`src/rtl/uart_rx_cfg.sv`:
```
// Configurable UART receiver: internal oversampling tick, 2-flop input synchroniser,
// 3-sample majority vote per bit, ready/valid holding register with error status.
module uart_rx_cfg #(
  parameter int CLK_DIV    = 23,
  parameter int OVERSAMPLE = 16,
  parameter int DATA_BITS  = 8,
  parameter int PARITY     = 0,
  parameter int STOP_BITS  = 1
) (
  input  logic                 clk,
  input  logic                 rst,
  input  logic                 enabled,
  input  logic                 rx,
  output logic [DATA_BITS-1:0] data,
  output logic                 valid,
  input  logic                 ready,
  output logic                 parity_err,
  output logic                 frame_err,
  output logic                 brk,
  output logic                 overrun,
  output logic                 busy
);

  localparam int M     = OVERSAMPLE / 2;
  localparam int DIV_W = (CLK_DIV > 2) ? $clog2(CLK_DIV) : 1;
  localparam int SC_W  = $clog2(OVERSAMPLE);
  localparam int BIT_W = $clog2(DATA_BITS);

  localparam logic [DIV_W-1:0] DIV_LAST = DIV_W'(CLK_DIV - 1);
  localparam logic [SC_W-1:0]  SC_LAST  = SC_W'(OVERSAMPLE - 1);
  localparam logic [SC_W-1:0]  SC_V0    = SC_W'(M - 1);
  localparam logic [SC_W-1:0]  SC_V1    = SC_W'(M);
  localparam logic [SC_W-1:0]  SC_V2    = SC_W'(M + 1);
  localparam logic [SC_W-1:0]  SC_ONE   = SC_W'(1);
  localparam logic [BIT_W-1:0] BIT_LAST = BIT_W'(DATA_BITS - 1);
  localparam logic [BIT_W-1:0] BIT_ONE  = BIT_W'(1);

  generate
    if (CLK_DIV < 2) begin : g_bad_div
      $error("CLK_DIV must be at least 2");
    end
    if (OVERSAMPLE < 8 || (OVERSAMPLE % 2) != 0) begin : g_bad_os
      $error("OVERSAMPLE must be even and at least 8");
    end
    if (DATA_BITS < 5 || DATA_BITS > 9) begin : g_bad_bits
      $error("DATA_BITS must be within 5..9");
    end
    if (PARITY < 0 || PARITY > 2) begin : g_bad_par
      $error("PARITY must be 0, 1 or 2");
    end
    if (STOP_BITS < 1 || STOP_BITS > 2) begin : g_bad_stop
      $error("STOP_BITS must be 1 or 2");
    end
  endgenerate

  typedef enum logic [2:0] {
    ST_IDLE,
    ST_START,
    ST_DATA,
    ST_PARITY,
    ST_STOP
  } state_t;

  logic                 rx_meta_reg;
  logic                 rx_s;
  logic [DIV_W-1:0]     div_cnt_reg;
  logic                 tick;
  state_t               state_reg;
  logic [SC_W-1:0]      sc_reg;
  logic [BIT_W-1:0]     bit_cnt_reg;
  logic                 stop_cnt_reg;
  logic                 samp0_reg;
  logic                 samp1_reg;
  logic                 vote_reg;
  logic [DATA_BITS-1:0] shift_reg;
  logic                 par_acc_reg;
  logic                 zero_acc_reg;
  logic                 fe_acc_reg;

  logic vote_now;
  logic last_stop;
  logic commit;
  logic commit_pe;
  logic commit_fe;
  logic commit_brk;

  always_ff @(posedge clk) begin
    if (!rst) begin
      rx_meta_reg <= 1'b1;
      rx_s        <= 1'b1;
    end else begin
      rx_meta_reg <= rx;
      rx_s        <= rx_meta_reg;
    end
  end

  always_ff @(posedge clk) begin
    if (!rst || tick) begin
      div_cnt_reg <= '0;
    end else begin
      div_cnt_reg <= div_cnt_reg + DIV_W'(1);
    end
  end

  assign tick = (div_cnt_reg == DIV_LAST);

  // Third vote is taken live so the last stop bit can commit on its M+1 sample.
  assign vote_now  = (samp0_reg & samp1_reg) | (samp0_reg & rx_s) | (samp1_reg & rx_s);
  assign last_stop = (STOP_BITS == 1) || stop_cnt_reg;
  assign commit    = tick && enabled && (state_reg == ST_STOP) && last_stop && (sc_reg == SC_V2);

  always_comb begin
    commit_pe  = 1'b0;
    commit_fe  = fe_acc_reg | ~vote_now;
    commit_brk = zero_acc_reg & ~vote_now;
    if (PARITY == 1) begin
      commit_pe = par_acc_reg;
    end else if (PARITY == 2) begin
      commit_pe = ~par_acc_reg;
    end
  end

  always_ff @(posedge clk) begin
    if (!rst || !enabled) begin
      state_reg    <= ST_IDLE;
      sc_reg       <= '0;
      bit_cnt_reg  <= '0;
      stop_cnt_reg <= 1'b0;
      samp0_reg    <= 1'b1;
      samp1_reg    <= 1'b1;
      vote_reg     <= 1'b1;
      shift_reg    <= '0;
      par_acc_reg  <= 1'b0;
      zero_acc_reg <= 1'b1;
      fe_acc_reg   <= 1'b0;
      busy         <= 1'b0;
    end else if (tick) begin
      if (state_reg == ST_IDLE) begin
        // The detecting tick is sample 0 of the start bit.
        if (!rx_s) begin
          state_reg <= ST_START;
          sc_reg    <= SC_ONE;
          busy      <= 1'b1;
        end
      end else begin
        if (sc_reg == SC_V0) samp0_reg <= rx_s;
        if (sc_reg == SC_V1) samp1_reg <= rx_s;
        if (sc_reg == SC_V2) vote_reg  <= vote_now;
        if (sc_reg == SC_LAST) begin
          sc_reg <= '0;
        end else begin
          sc_reg <= sc_reg + SC_ONE;
        end

        case (state_reg)
          ST_START: begin
            if (sc_reg == SC_LAST) begin
              if (vote_reg) begin
                state_reg <= ST_IDLE;
                busy      <= 1'b0;
              end else begin
                state_reg    <= ST_DATA;
                bit_cnt_reg  <= '0;
                par_acc_reg  <= 1'b0;
                zero_acc_reg <= 1'b1;
                fe_acc_reg   <= 1'b0;
              end
            end
          end
          ST_DATA: begin
            if (sc_reg == SC_LAST) begin
              shift_reg    <= {vote_reg, shift_reg[DATA_BITS-1:1]};
              par_acc_reg  <= par_acc_reg ^ vote_reg;
              zero_acc_reg <= zero_acc_reg & ~vote_reg;
              if (bit_cnt_reg == BIT_LAST) begin
                state_reg    <= (PARITY != 0) ? ST_PARITY : ST_STOP;
                stop_cnt_reg <= 1'b0;
              end else begin
                bit_cnt_reg <= bit_cnt_reg + BIT_ONE;
              end
            end
          end
          ST_PARITY: begin
            if (sc_reg == SC_LAST) begin
              par_acc_reg  <= par_acc_reg ^ vote_reg;
              zero_acc_reg <= zero_acc_reg & ~vote_reg;
              state_reg    <= ST_STOP;
              stop_cnt_reg <= 1'b0;
            end
          end
          ST_STOP: begin
            if (!last_stop) begin
              if (sc_reg == SC_LAST) begin
                fe_acc_reg   <= fe_acc_reg | ~vote_reg;
                zero_acc_reg <= zero_acc_reg & ~vote_reg;
                stop_cnt_reg <= 1'b1;
              end
            end else if (sc_reg == SC_V2) begin
              // Leave mid-bit so the next start edge is caught without slip.
              state_reg <= ST_IDLE;
              sc_reg    <= '0;
              busy      <= 1'b0;
            end
          end
          default: begin
            state_reg <= ST_IDLE;
            sc_reg    <= '0;
            busy      <= 1'b0;
          end
        endcase
      end
    end
  end

  always_ff @(posedge clk) begin
    if (!rst) begin
      data       <= '0;
      valid      <= 1'b0;
      parity_err <= 1'b0;
      frame_err  <= 1'b0;
      brk        <= 1'b0;
      overrun    <= 1'b0;
    end else if (commit) begin
      if (!valid || ready) begin
        data       <= shift_reg;
        parity_err <= commit_pe;
        frame_err  <= commit_fe;
        brk        <= commit_brk;
        valid      <= 1'b1;
        overrun    <= 1'b0;
      end else begin
        // Holding register still owned by the consumer: drop the new frame.
        overrun <= 1'b1;
      end
    end else if (valid && ready) begin
      valid   <= 1'b0;
      overrun <= 1'b0;
    end
  end

endmodule
```
`config.mk`:
```
export PLATFORM = sky130hd
export DESIGN_NAME = uart_rx_cfg
export DESIGN_NICKNAME = d
export VERILOG_FILES = /design/src/rtl/uart_rx_cfg.sv
export SDC_FILE = /design/constraint.sdc
export NUM_CORES = 1
export LEC_CHECK = 0
export CAP_MARGIN = 15
export CORE_UTILIZATION = 48
export DETAILED_ROUTE_END_ITERATION = 6
export GPL_ROUTABILITY_DRIVEN = 0
export MAX_ROUTING_LAYER = met4
export PLACE_DENSITY_LB_ADDON = 0.1
export SYNTH_ARGS = -nofsm -noshare
export SYNTH_HDL_FRONTEND = slang
export SYNTH_SLANG_ARGS = --single-unit
```
`constraint.sdc`:
```
create_clock -name clk -period 3.2 [get_ports clk]
set_input_delay 0.64 -clock clk [delete_from_list [all_inputs] [get_ports clk]]
set_output_delay 0.64 -clock clk [all_outputs]
set_load 0.005 [all_outputs]
```
-- Word-level counts from Yosys, hierarchy flattened
Index checks and enable logic that the tools add are counted.
- mux-type cells: 34
- $add $sub $neg: 3
- reduce and logical (&&, ||, !) cells: 27
- equality and inequality tests: 24
- bitwise gates (word level): 10
- operators by type and width (kind ; number):
    $mux 3 ; 11
    $mux 4 ; 4
    $ne 3x3->1 const B ; 5
    $reduce_and 7->1 ; 2
    $mux 1 ; 13
    $eq 4x4->1 const B ; 3
    $pmux 3 s4 ; 1
    $reduce_and 6->1 ; 2
    $ne 2x2->1 const B ; 5
    $reduce_and 3->1 ; 3
    $pmux 4 s2 ; 1
    $eq 3x2->1 const B ; 2
    $eq 3x3->1 const B ; 2
    $ne 2x1->1 const B ; 3
    $pmux 3 s2 ; 1
    $reduce_and 2->1 ; 3
    $reduce_bool 2->1 ; 3
    $add 5x1->5 const B ; 1
    $and 1x1->1 ; 5
    $eq 5x5->1 const B ; 1
    $add 4x1->4 const B ; 1
    $eq 4x3->1 const B ; 1
    $logic_and 1x1->1 ; 4
    $reduce_and 4->1 ; 1
    13 further kinds ; 20
- logic and storage cells: 115
- input bits: 5
- flip-flop bits (word level): 42
- output and inout port bits: 14

-- Longest topological paths before layout
- depth in word-level cells: 6
- depth in mapped cells: 7
- mapped depth without buffers: 6

-- Least setup slack after synthesis
No wires, ideal clock.
- kind: reg2reg
- start: reg div_cnt_reg[0]
- end: reg brk
- arrival: 1.553 ns
- setup time: 0.117 ns
- path slack: 1.530 ns
- buffers on the path: 1
- stages on the path, launching flop included: 8
- required time: 3.083 ns
- period minus slack after synthesis: 1.670 ns
- cell sequence: dfxtp_1 -> inv_1 -> ha_1 -> and4b_1 -> and4bb_1 -> and3_1 -> buf_4 -> a22o_1
- cells in the longest elaborated chain, start to end: 5
- ends and longest elaborated chain (element ; RTL line ; text):
    from (decl) ; 66 ; logic [DIV_W-1:0] div_cnt_reg;
    from (signal assigned) ; 101 ; div_cnt_reg <= div_cnt_reg + DIV_W'(1);
    $eq 5x5->1 ; 105 ; assign tick = (div_cnt_reg == DIV_LAST);
    $logic_and 1x1->1 (3 in a row) ; 110 ; assign commit = tick && enabled && (state_reg == ST_STOP) && last_stop && (sc_reg == SC_V2);
    $reduce_and 2->1 (no source line) ; n/a ;
    to (signal assigned) ; 228 ; brk <= commit_brk;
    to (decl) ; 19 ; output logic brk,
Every way passes these cells.
A chain may end at the register's enable or synchronous reset.

-- Final worst setup path
- start: reg div_cnt_reg[0]
- end: reg data[0]
- cells in the longest elaborated chain, start to end: 5
- ends and longest elaborated chain (element ; RTL line ; text):
    $eq 5x5->1 ; 105 ;
    $logic_and 1x1->1 (3 in a row) ; 110 ;
    $reduce_and 2->1 (no source line) ; n/a ;
    to (signal assigned) ; 225 ; data <= shift_reg;
    to (decl) ; 14 ; output logic [DATA_BITS-1:0] data,
Every way passes these cells.

==> results.sh <==
export IMPL_outcome="finished clean"
export IMPL_cap_violations=0
export IMPL_yosys_warnings=0
export IMPL_netlist_area_mm2=0.00184
export IMPL_syn_nets=206
export IMPL_clockBufferDepth=2
export IMPL_ant_nets=0
export IMPL_rrSetupSlack_ns=1.04
export IMPL_fmax_ghz=0.463
export IMPL_syn_to_final_growth_pct=15.2
export IMPL_syn_mean_instance_area_um2=9.49
export IMPL_hold_violations=0
export IMPL_final_setup_viol_count=0
export IMPL_yosysTopAreaCell="dfxtp_1"
export IMPL_syn_inst=194
export IMPL_grt_pass1_wl_um=5750
export IMPL_clkSinkCount=42
export IMPL_fp_row_count=22
export IMPL_rsz0062_at_grt="false"
export IMPL_pin_count=19
export IMPL_port_buffers=17
export IMPL_clk_pin_slew_ns=0.08
export IMPL_clkLatencyLatePin_ns=0.29
export IMPL_rr_endpoint="data[0]"
export IMPL_cts_root_buf="clkbuf_8"
export IMPL_ir_worst_vdd_v=0.000252
export IMPL_cellPowerDensity_mw_per_mm2=428
export IMPL_grt_ovfl_total=0
export IMPL_worst_slew_pin_slew_ns=0.813
export IMPL_async_reset_ff_share_pct=0
export IMPL_num_vias=1447
export IMPL_maxSlewViolCount=0
export IMPL_cts_tree="yes"
export IMPL_cts_made_buffers=5
export IMPL_die_w_um=63.9
export IMPL_crit_chain="inv_1 > ha_1 > and4b_1 > and4bb_1 > a21oi_1 > a22o_1"
export IMPL_yosys_register_bits=42
export IMPL_setup_tns_ns=0
export IMPL_drive_above_1_share_pct=5.66
export IMPL_ys_top_cells_by_area="dfxtp_1 46%, mux2i_1 8.2%, a22o_1 4.8%"
export IMPL_ys_seq_area_share_pct=45.7
export IMPL_layout_common_cells="42 x dfxtp_1, 17 x clkdlybuf4s50_1, 16 x nand2_1, 16 x nor2_1, 15 x mux2i_1"
export IMPL_ff2ff_path_depth=6
export IMPL_crit_reg2reg_launch="div_cnt_reg[0]"
export IMPL_post_cts_resized=0
export IMPL_drcViolationCount=0
export IMPL_antenna_found_initial=0
export IMPL_crit_slowest_cell="a21oi_1"
export IMPL_drtIter0Drc=82
export IMPL_post_cts_buffers=0
export IMPL_place_hpwl_um=2420
export IMPL_final_common_cell="dfxtp_1"
export IMPL_final_core_util_pct=58.0
export IMPL_setup_worst_path_start="div_cnt_reg[0]"
export IMPL_cp_slowest_stage_delay_ns=0.66
export IMPL_grt_pass1_vias=1316
export IMPL_synth_edf_count=0
export IMPL_first_pass_iters=4
export IMPL_diodes=0
export IMPL_hold_path_class="reg2reg"
export IMPL_grt_max_degree=15
export IMPL_track_usage_pct=18.6
export IMPL_finalWirelength_um=3370
export IMPL_place_area_mm2=0.00203
export IMPL_end_kind="flop"
export IMPL_fin_crit_ns=2.16
export IMPL_critPathArrivalTime_ns=2.40
export IMPL_htree_levels=2
export IMPL_cts_hold_buf=0
export IMPL_design_area_mm2=0.00212
export IMPL_via_per_inst=5.57
export IMPL_core_area_mm2=0.00366
export IMPL_nNetsFinal=223
export IMPL_worst_setup_path_type="reg2reg"
export IMPL_fin_skew_ns=0.00442
export IMPL_ys_flop_type="dfxtp_1"
export IMPL_cp_endpoint="data[0]"
export IMPL_crit_fanout=11
export IMPL_critical_path_required_ns=3.44
export IMPL_routedWlPerCell_um=13.0
export IMPL_critPathLaunchType="flop"
export IMPL_die_area_mm2=0.00409
export IMPL_synth_top_area_share_pct=45.7
export IMPL_slew_headroom_pct=45.8
export IMPL_floorplan_die_height_um=63.9
export IMPL_finalCritPeriodShare_pct=67.5
export IMPL_initial_core_util_pct=50.3
export IMPL_p_leak_uw=0.000855
export IMPL_synth_cell_types=45
## cell families (layout without fill, tap and decap cells)
group	Yosys count	in the layout	share of synthesized area [%]
compound gates	35	35	13.7
xor+xnor	2	2	0.951
fa+ha+maj	8	8	5.30
buf+inv	19	37	4.89
flops	42	42	45.7
mux	15	15	8.15
other cells	1	1	0.204
simple gates	72	72	21.2
## report_power, final
group	internal, uW	total [uW]	switching, uW
clock network	174	352	178
registers	526	530	3.95
logic	10.8	25.4	14.6
## worst min-delay path by stage
stage | start | endpoint | slack [ns] | depth (start not counted)
detailed placement | rx_meta_reg | rx_s | 0.40 | 1
global placement | rx_meta_reg | rx_s | 0.39 | 1
floorplan | rx_meta_reg | rx_s | 0.39 | 1
global route | rx_meta_reg | rx_s | 0.43 | 1
CTS | rx_meta_reg | rx_s | 0.42 | 1
finish | rx_meta_reg | rx_s | 0.41 | 1
## routing by layer
metal  up-vias  wire length (um)  track usage (%)
met3         5               127             4.46
met4         0                37             7.39
met1       683              1640             22.8
li1        716                 -                -
met2        43              1560             29.3
met5         -                 0                -
## cell type report
class / instances / area, um^2
inverters: 11 / 41.3
well taps: 48 / 60.1
clock inverters: 1 / 5.00
flip-flops and latches: 42 / 841
clock buffers: 7 / 86.3
fillers: 318 / 1540
repair buffers: 18 / 178
multi-input cells: 133 / 911
## synth_stat cells (2+ instances only)
library cell  instances
inv_1                11
nand3b_1              3
a22o_1               10
o21ai_0               6
mux2i_1              15
dfxtp_1              42
nand3_1               9
ha_1                  7
nor3b_1               3
nand2b_1              4
nand2_1              16
a21o_1                3
nand4_1               4
clkbuf_1              2
and3_1                2
o2111ai_1             2
clkbuf_2              2
buf_4                 2
a21oi_1               7
nor2_1               16
and2_1                2
nor3_1                2
nor4_1                2
## worst max-delay path: cells and delay by family, from the launching register on
| family | cells | cell delay, ns |
|---|---|---|
| compound gates | 2 | 0.91 |
| simple gates | 2 | 0.53 |
| buf+inv | 1 | 0.06 |
| flops | 1 | 0.38 |
| fa+ha+maj | 1 | 0.22 |
## through the flow
| step | instances | hold slack [ns] | setup WS [ns] | total power, uW |
|---|---|---|---|---|
| 4_1_cts | 260 | 0.420 | 1.00 | 912 |
| 2_1_floorplan | 194 | 0.386 | 1.53 | 559 |
| 3_3_place_gp | 252 | 0.393 | 0.895 | 567 |
| 5_1_grt | 260 | 0.434 | 0.911 | 935 |
| 3_5_place_dp | 252 | 0.402 | 0.825 | 569 |
| 6_report | 260 | 0.414 | 1.04 | 907 |
No activity file was read; power rests on OpenSTA's default activity.
